### src/rtl/calc_pkg.sv
// Shared definitions for the calc_seq calculator: op encodings, FSM state type
// and a constant-evaluable ceil(log2) helper.
package calc_pkg;

   localparam logic [2:0] OP_AND = 3'b000;
   localparam logic [2:0] OP_OR  = 3'b001;
   localparam logic [2:0] OP_ADD = 3'b010;
   localparam logic [2:0] OP_SUB = 3'b011;
   localparam logic [2:0] OP_XOR = 3'b100;
   localparam logic [2:0] OP_SLL = 3'b101;
   localparam logic [2:0] OP_MUL = 3'b110;
   localparam logic [2:0] OP_SRA = 3'b111;

   typedef enum logic {
      IDLE = 1'b0,
      MULT = 1'b1
   } state_t;

   function automatic int clog2(input int value);
      int r;
      r = 0;
      for (int v = value - 1; v > 0; v = v >> 1) r++;
      return r;
   endfunction

endpackage

### src/rtl/calc_hist_stack.sv
// Undo history: DEPTH-entry LIFO that overwrites its oldest entry when full.
// top is valid whenever count is non-zero; push and pop are never asserted together.
module calc_hist_stack
   import calc_pkg::*;
#(
   parameter int WIDTH = 16,
   parameter int DEPTH = 4
) (
   input  logic                            clk,
   input  logic                            rst_b,
   input  logic                            push,
   input  logic                            pop,
   input  logic [WIDTH-1:0]                din,
   output logic [WIDTH-1:0]                top,
   output logic [clog2(DEPTH+1)-1:0]       count
);

   localparam int PTR_W = (DEPTH > 1) ? clog2(DEPTH) : 1;
   localparam int CNT_W = clog2(DEPTH + 1);

   logic [WIDTH-1:0] mem [DEPTH];
   logic [PTR_W-1:0] wr_ptr;
   logic [PTR_W-1:0] ptr_next;
   logic [PTR_W-1:0] ptr_prev;

   // wr_ptr is the slot the next push lands in; the newest entry sits just below it
   assign ptr_next = (wr_ptr == PTR_W'(DEPTH - 1)) ? '0 : wr_ptr + 1'b1;
   assign ptr_prev = (wr_ptr == '0) ? PTR_W'(DEPTH - 1) : wr_ptr - 1'b1;
   assign top      = mem[ptr_prev];

   always_ff @(posedge clk or negedge rst_b) begin
      if (!rst_b) begin
         wr_ptr <= '0;
         count  <= '0;
         for (int i = 0; i < DEPTH; i++) mem[i] <= '0;
      end else if (push) begin
         mem[wr_ptr] <= din;
         wr_ptr      <= ptr_next;
         if (count != CNT_W'(DEPTH)) count <= count + 1'b1;
      end else if (pop && count != '0) begin
         wr_ptr <= ptr_prev;
         count  <= count - 1'b1;
      end
   end

endmodule

### src/rtl/calc_seq.sv
// Button/switch accumulator calculator with edge-detected commit and shift-add multiply.
// Undo history is built only when CALC_UNDO_EN is defined.
module calc_seq
   import calc_pkg::*;
#(
   parameter int WIDTH = 16,
   parameter int DEPTH = 4
) (
   input  logic             clk,
   input  logic             btnu,
   input  logic             btnl,
   input  logic             btnc,
   input  logic             btnr,
   input  logic             btnd,
   input  logic             btnundo,
   input  logic [WIDTH-1:0] sw,
   output logic [WIDTH-1:0] led,
   output logic             busy,
   output logic             ovf
);

   // state | meaning
   // IDLE  | waiting for commit/undo; single-cycle ops complete here
   // MULT  | shift-add multiply running, one iteration per clock, WIDTH clocks

   localparam int SH_W  = clog2(WIDTH);
   localparam int CNT_W = clog2(WIDTH) + 1;

   state_t           state_q, state_d;
   logic [WIDTH-1:0] acc_q, acc_d;
   logic             ovf_q, ovf_d;
   logic [WIDTH-1:0] mcand_q, mcand_d;
   logic [WIDTH-1:0] mplier_q, mplier_d;
   logic [WIDTH-1:0] prod_q, prod_d;
   logic [CNT_W-1:0] cnt_q, cnt_d;
   logic             btnd_q;
   logic             commit_fire;
   logic             undo_fire;
   logic             hist_avail;
   logic [WIDTH-1:0] hist_top;
   logic             push, pop;
   logic [2:0]       op;
   logic [SH_W-1:0]  sh;
   logic [WIDTH-1:0] sum, diff;
   logic [WIDTH-1:0] alu_res;
   logic             alu_ovf;

   assign op          = {btnl, btnc, btnr};
   assign sh          = sw[SH_W-1:0];
   assign commit_fire = btnd & ~btnd_q;
   assign sum         = acc_q + sw;
   assign diff        = acc_q - sw;

`ifdef CALC_UNDO_EN
   localparam int HCNT_W = clog2(DEPTH + 1);

   logic              undo_q;
   logic [HCNT_W-1:0] hist_count;

   assign undo_fire  = btnundo & ~undo_q;
   assign hist_avail = (hist_count != '0);

   always_ff @(posedge clk or negedge btnu) begin
      if (!btnu) undo_q <= 1'b1;
      else       undo_q <= btnundo;
   end

   calc_hist_stack #(
      .WIDTH (WIDTH),
      .DEPTH (DEPTH)
   ) u_hist (
      .clk   (clk),
      .rst_b (btnu),
      .push  (push),
      .pop   (pop),
      .din   (acc_q),
      .top   (hist_top),
      .count (hist_count)
   );
`else
   localparam int unused_depth = DEPTH;
   logic undo_unused;

   assign undo_fire   = 1'b0;
   assign hist_avail  = 1'b0;
   assign hist_top    = '0;
   assign undo_unused = ^{btnundo, push, pop, hist_top};
`endif

   always_comb begin
      alu_res = '0;
      alu_ovf = 1'b0;
      case (op)
         OP_AND: alu_res = acc_q & sw;
         OP_OR:  alu_res = acc_q | sw;
         OP_ADD: begin
            alu_res = sum;
            alu_ovf = (acc_q[WIDTH-1] == sw[WIDTH-1]) && (sum[WIDTH-1] != acc_q[WIDTH-1]);
         end
         OP_SUB: begin
            alu_res = diff;
            alu_ovf = (acc_q[WIDTH-1] != sw[WIDTH-1]) && (diff[WIDTH-1] != acc_q[WIDTH-1]);
         end
         OP_XOR: alu_res = acc_q ^ sw;
         OP_SLL: alu_res = acc_q << sh;
         OP_SRA: alu_res = $signed(acc_q) >>> sh;
         default: alu_res = '0;
      endcase
   end

   always_comb begin
      state_d  = state_q;
      acc_d    = acc_q;
      ovf_d    = ovf_q;
      mcand_d  = mcand_q;
      mplier_d = mplier_q;
      prod_d   = prod_q;
      cnt_d    = cnt_q;
      push     = 1'b0;
      pop      = 1'b0;
      case (state_q)
         IDLE: begin
            // an undo edge swallows a coincident commit even when there is nothing to undo
            if (undo_fire) begin
               if (hist_avail) begin
                  acc_d = hist_top;
                  ovf_d = 1'b0;
                  pop   = 1'b1;
               end
            end else if (commit_fire) begin
               if (op == OP_MUL) begin
                  mcand_d  = acc_q;
                  mplier_d = sw;
                  prod_d   = '0;
                  cnt_d    = CNT_W'(WIDTH);
                  state_d  = MULT;
               end else begin
                  acc_d = alu_res;
                  ovf_d = alu_ovf;
                  push  = 1'b1;
               end
            end
         end
         MULT: begin
            prod_d   = prod_q + (mplier_q[0] ? mcand_q : '0);
            mcand_d  = mcand_q << 1;
            mplier_d = mplier_q >> 1;
            cnt_d    = cnt_q - 1'b1;
            if (cnt_q == CNT_W'(1)) begin
               acc_d   = prod_d;
               ovf_d   = 1'b0;
               push    = 1'b1;
               state_d = IDLE;
            end
         end
         default: state_d = IDLE;
      endcase
   end

   always_ff @(posedge clk or negedge btnu) begin
      if (!btnu) begin
         state_q  <= IDLE;
         acc_q    <= '0;
         ovf_q    <= 1'b0;
         mcand_q  <= '0;
         mplier_q <= '0;
         prod_q   <= '0;
         cnt_q    <= '0;
         btnd_q   <= 1'b1;
      end else begin
         state_q  <= state_d;
         acc_q    <= acc_d;
         ovf_q    <= ovf_d;
         mcand_q  <= mcand_d;
         mplier_q <= mplier_d;
         prod_q   <= prod_d;
         cnt_q    <= cnt_d;
         btnd_q   <= btnd;
      end
   end

   assign led  = acc_q;
   assign busy = (state_q == MULT);
   assign ovf  = ovf_q;

endmodule
### config.mk
export PLATFORM = sky130hd
export DESIGN_NAME = calc_seq
export DESIGN_NICKNAME = d
export VERILOG_FILES = /design/src/rtl/calc_pkg.sv /design/src/rtl/calc_hist_stack.sv /design/src/rtl/calc_seq.sv
export SDC_FILE = /design/constraint.sdc
export NUM_CORES = 1
export LEC_CHECK = 0
export BUFFER_PORTS_ARGS = -buffer_cell sky130_fd_sc_hd__buf_2
export CORE_MARGIN = 2
export CORE_UTILIZATION = 32
export DETAILED_ROUTE_END_ITERATION = 16
export PLACE_DENSITY_LB_ADDON = 0.15
export SLEW_MARGIN = 15
export SYNTH_ARGS = -nofsm -noshare
export SYNTH_HDL_FRONTEND = slang
export SYNTH_SLANG_ARGS = --single-unit
### constraint.sdc
create_clock -name clk -period 4 [get_ports clk]
set_input_delay 0.8 -clock clk [delete_from_list [all_inputs] [get_ports clk]]
set_output_delay 0.8 -clock clk [all_outputs]
set_load 0.02 [all_outputs]
### After elaboration in Yosys (flattened, before gate mapping)

Cells that the tools add are included.

* latch bits: 0
* bits in read-only memories: 0
* output and inout bits: 18
* register bits after elaboration: 72
* memories kept: 0
* memory bits (writable): 0
* word-level logic and storage cells: 68
* bits of input ports: 23

* add/subtract/negate cells: 4
* reduce and logical (&&, ||, !) cells: 5
* bitwise gates (word level): 6
* magnitude comparators: 0
* eq/ne operators: 16
* divide/modulo/power cells: 0
* multipliers: 0
* multiplexer cells: 27
* shift operators: 2

Operator list (number)
* $mux W16: 10
* $pmux W16 S2: 4
* $pmux W16 S7: 1
* $add A16 B16 Y16: 2
* $and A16 B16 Y16: 1
* $or A16 B16 Y16: 1
* $shl A16 B4 Y16: 1
* $sshr A16 B4 Y16: 1
* $sub A16 B16 Y16: 1
* $xor A16 B16 Y16: 1
* $eq A3 B3 Y1 const B: 4
* $mux W5: 2
* $pmux W5 S2: 1
* $eq A3 B2 Y1 const B: 2
* $mux W1: 6
* $ne A2 B2 Y1 const B: 3
* $pmux W1 S2: 3
* $eq A5 B1 Y1 const B: 1
* $sub A5 B1 Y5 const B: 1
* $eq A3 B1 Y1 const B: 1
* $logic_not A3 Y1: 1
* $ne A1 B1 Y1: 3
* $reduce_and A3 Y1: 1
* $logic_and A1 B1 Y1: 2
* 5 further kinds: 6

### Longest topological paths before layout

* word-level depth: 7
* mapped depth: 13
* depth with buffers taken out: 12

### Worst setup path after synthesis

Ideal clock, no wire load.

* path kind: input to register
* start point: input sw[1]
* end point: register acc_q[11], in the netlist led[11]
* slack: -0.107 ns
* path buffers: 3
* data required time: 3.918 ns
* stages: 13
* data arrival time: 4.025 ns
* library setup time: 0.082 ns
* cell sequence: buf_2 > buf_1 > clkbuf_1 > inv_1 > ha_1 > a21oi_1 > nor2_1 > or4b_4 > a2111oi_2 > nor4_1 > or3_1 > a31o_1 > a31oi_1

* word-level cells in the longest chain between the ends: 5
* elaborated cells on any way between the ends: 8
* classes of those cells: 2 x add/sub; 2 x shift; 4 x mux

RTL lines
* start: declaration: RTL line calc_seq.sv:16 `input logic [WIDTH-1:0] sw,`
* $sub A16 B16 Y16, or another cell as far along: RTL line calc_seq.sv:52 `assign diff = acc_q - sw;`
* $pmux W16 S7 *: RTL line calc_seq.sv:93 `case (op)`
* $mux W16 *: RTL line calc_seq.sv:131 `if (op == OP_MUL) begin`
* $mux W16 *: RTL line calc_seq.sv:130 `end else if (commit_fire) begin`
* $pmux W16 S2 *: RTL line calc_seq.sv:121 `case (state_q)`
* end signal: assignment: RTL line calc_seq.sv:163 `acc_q <= '0;`
* end signal: assignment: RTL line calc_seq.sv:172 `acc_q <= acc_d;`
* end: declaration: RTL line calc_seq.sv:30 `logic [WIDTH-1:0] acc_q, acc_d;`

Mark *: on every way between the ends. The rest lies on a longest branch, timed or not. The select of a mux whose other input is x is not followed.
A chain may end at the register's enable or synchronous reset.

### Worst setup path after layout

* start point: register mcand_q[0]
* end point: register acc_q[14], in the netlist led[14]

* word-level cells in the longest chain between the ends: 4

RTL lines
* start: declaration: RTL line calc_seq.sv:32 `logic [WIDTH-1:0] mcand_q, mcand_d;`
* start signal: assignment: RTL line calc_seq.sv:174 `mcand_q <= mcand_d;`
* $mux W16: RTL line calc_seq.sv:145 `prod_d = prod_q + (mplier_q[0] ? mcand_q : '0);`
* $add A16 B16 Y16: RTL line calc_seq.sv:145
* $mux W16: RTL line calc_seq.sv:149 `if (cnt_q == CNT_W'(1)) begin`
* $pmux W16 S2: RTL line calc_seq.sv:121

Every way passes these cells. The select of a mux whose other input is x is not followed.

==> results.txt <==
----------------------------------------------------
[STA]
  Ratio of final minimum period to clock period ... 0.881
  Largest clock skew in the final design ... 0.00820 ns
  Count of pins over their slew limit ... 0
  TNS Setup ... 0 ns
  Slew margin rel. ... 0.415
  Timing-limited maximum frequency ... 284 MHz
  Number of hold violations in the final report ... 0
  Final period demand of the worst path ... 3.52 ns
  Setup Viol. Count Final ... 0
  Setup repair after global routing missed its margin ... false
  Worst Max-Slew Pin Slew ... 0.870 ns

[Clocking]
  Worst-case clock buffer depth ... 2
  # H-tree levels ... 3
  Post-CTS setup-driven buffer insertion count ... 0
  Clock tree from TritonCTS ... built
  Register clock-pin slew on the reported worst setup and hold paths ... 0.07 ns
  Clock tree root buffer cell ... clkbuf_16
  Resized cells post-CTS ... 0
  Total of hold buffers inserted after clock tree synthesis ... 0
  Sinks on the clock net ... around 70
  TritonCTS buffer count ... 9
  Clock latency at the later pin of the worst-skew pair ... 0.35 ns

[Setup path]
  Worst R2R Start ... mcand_q[0]
  Logic depth of the worst path, buffers included ... 12
  Terminus of the critical flop-to-flop path ... led[14]
  Cell at the slowest stage of the critical path ... fa_1
  WP data arrival ... 3.81 ns
  Max FO, Critical Path ... 3
  Critical path buffer and inverter count ... 1
  Worst Reg-to-Reg Cells ... 12
  Startpoint kind of the worst setup timing path ... flop
  Kind of end point of the critical path ... flop
  Largest incremental delay on the critical path ... between 0.4 and 0.5 ns
  CP delay by family, top ... compound AO/OA/AOI/OAI gates
  Required time reported for the critical path endpoint ... ~4.3 ns
  Cells traversed along the worst timing path ... and2_1 -> ha_1 -> fa_1 -> a211oi_1 -> o21bai_1 -> a2111oi_0 -> buf_4 -> nor3_1 -> a211oi_1 -> a21oi_1 -> nor3_1 -> o32a_1
  Register-to-Register Setup Slack ... 0.48 ns
  Kind of critical path ... reg -> reg

[Synth]
  Synthesized instance count ... 949
  Number of nets produced by synthesis ... 1041
  Proportion of netlist area held by the largest area contributor ... 0.232
  Area fraction in and, or, nand and nor cells after synthesis ... 0.182
  Synth area leader ... dfrtp_1
  Largest cells by area after synthesis ... dfrtp_1 (23%), ha_1 (11%), mux2i_1 (8.4%)
  Synthesized-area fraction occupied by ao, oa, aoi and oai cells ... 0.243
  Number of register bits inferred by synthesis ... 72
  Mapped cell area ... 7660 um2
  Fraction of registers with async set/reset ... 1.00
  Adder-cell share of the synthesized area ... 0.116
  Post-Synth XOR/XNOR Area ... 0.0240
  Dominant combinational cell family by area after synthesis ... compound AO/OA/AOI/OAI gates
  Multiplexer area fraction after synthesis ... 0.138
  Average cell area after synthesis ... 8.08 um2
  Most used DFF post-synth ... dfrtp_1
  Warnings from Yosys ... 0
  Most instantiated cells after synthesis ... nand2_1 (93), nor2_1 (83), o21ai_0 (77)
  Sequential cell area fraction in the yosys report ... 0.235
  Count of flip-flops with a built-in enable after synthesis ... 0
  Number of unique standard cell types used by synthesis ... 75
  Dominant cell by count in the synthesized netlist ... nand2_1

[GRT]
  All-Layer GR Usage ... 0.210
  Antenna violations before repair ... 0
  Wire length of the first global-routing pass ... between 40000 and 50000 um
  Number of global-route vias before repair ... approximately 7.0k
  Total grt overflow ... 0
  Pin count of the biggest net entering global routing ... 61

[Layout]
  Register Area ... 1800 um2
  Final Non-Filler Cells ... around 1.3k
  Share of layout cells above drive strength 1 ... 0.134
  Total Nets Final ... about 1.1k
  Ant. Diodes ... 0
  Area of the multi-input gates ... 5390 um2
  Filler cells ... 2480
  Area growth syn-to-layout ... 12.4%
  Final core area utilization ... 0.367

[Floorplanning]
  Die height ... 159 um
  DIE WIDTH ... 159 um
  Top Ports ... ~40
  Number of rows in the core area ... 56
  CORE AREA ... 23500 um2
  Area of the die ... 25200 um2
  Starting Density ... 0.327

[Detailed routing]
  Antenna Violating Nets Remaining ... 0
  Detailed router's first-iteration violation count ... roughly 520
  Number of vias per cell after detailed routing ... 5.57
  Number of detailed-route iterations in the first pass ... 7
  Total vias in the final route ... 7269
  # DRC ... 0
  Routed WL ... 26600 um
  Mean routed wirelength per cell ... 20.4 um

[Place]
  Placed cells ... about 1.3k
  Buffers added on ports ... 39
  Placer Congestion ... 0.945
  Half-perimeter wire length after detailed placement ... ~20000 um

[Run]
  Number of max-cap violations ... 0

[Power and ir drop]
  Overall power of the completed layout ... 4.65 mW
  PD cells ... 539 nW/um2
  Highest ir drop seen on vdd ... 242 uV
  Standby leakage power ... 3.79 nW

[Min path]
  Count of cells along the worst hold path ... 2
  Origin of the worst min-delay path ... mplier_q[8]
  Hold Path Sink ... mplier_q[8]
  Hold Crit Class ... reg -> reg

[Run status]
  Outcome ... complete, no violations

----------------------------------------------------
## flip-flops by register name, summed over array words and instances (netlist names)
name      flops
mplier_q     16
led          16
prod_q       16
mcand_q      16
ovf           1
cnt_q         5
btnd_q        1
busy          1
## how the worst max path moves through the flow
stage | startpoint | to
after floorplan | sw[1] | led[11]
after global placement | sw[10] | led[11]
after detailed placement | sw[8] | led[15]
after CTS | mcand_q[0] | led[14]
after global routing | mcand_q[0] | led[14]
final | mcand_q[0] | led[14]
## metrics by stage
| step | setup slack (ns) | area, um2 | hold WS (ns) |
|---|---|---|---|
| after floorplan | 0.0459 | 7670 | 0.450 |
| after global placement | 0.293 | 8320 | 0.463 |
| after detailed placement | 0.309 | 8320 | 0.469 |
| after CTS | 0.441 | 8620 | 0.488 |
| after global routing | 0.189 | 8620 | 0.511 |
| final | 0.475 | 8620 | 0.483 |
## report_power, final
group,total (mW),internal (mW),switching (mW),leakage (nW)
Sequential,1.21,0.977,0.229,0.880
Clock,0.872,0.491,0.381,0.147
Combinational,2.57,1.05,1.52,2.76
## tightest hold or removal path, cell delays in order, from the launching register on
cell,delay (ns)
dfrtp_1,0.34
nand2_1,0.05
o21ai_0,0.06
## logic make-up (layout without fill, tap and decap cells)
family / Yosys count / after routing
compound gates: 290 / 290
xor+xnor: 21 / 21
fa+ha+maj: 69 / 69
buf+inv: 116 / 152
flops: 72 / 72
mux: 85 / 85
simple gates: 296 / 296
## layout by cell type, fill, tap and decap left out, types with 10 or more instances in the layout
master    instances
and2_1           21
nor2_1           83
xnor2_1          16
mux2i_1          64
mux4_2           16
a211oi_1         16
nor3_1           26
nand2b_1         11
o211ai_1         10
nor4_1           11
buf_4            45
o21ai_0          77
buf_2            38
a31oi_1          13
inv_1            51
ha_1             66
a21o_1           10
a21oi_1          66
dfrtp_1          70
o22ai_1          16
nand2_1          92
nand3_1          13
## per-layer routing
metal  GRT usage  vias to the layer above  wire (um)  share of wire
li1            -                     3513          -              -
met1       0.302                     3515      13100           0.49
met2       0.325                      209      11700           0.44
met3      0.0293                       32       1260          0.047
met4      0.0667                        0        612          0.023
met5           0                        -          0              0
## area by class of cell
class | instances | share of cell area
Multi-Input combinational cell | 761 | 0.625
Clock buffer | 9 | 0.0261
Clock inverter | 7 | 0.00900
Inverter | 53 | 0.0231
Tap cell | 319 | 0.0463
Timing Repair Buffer | 83 | 0.0613
Sequential cell | 72 | 0.209
Note: power is estimated with default switching activity, not from simulation.
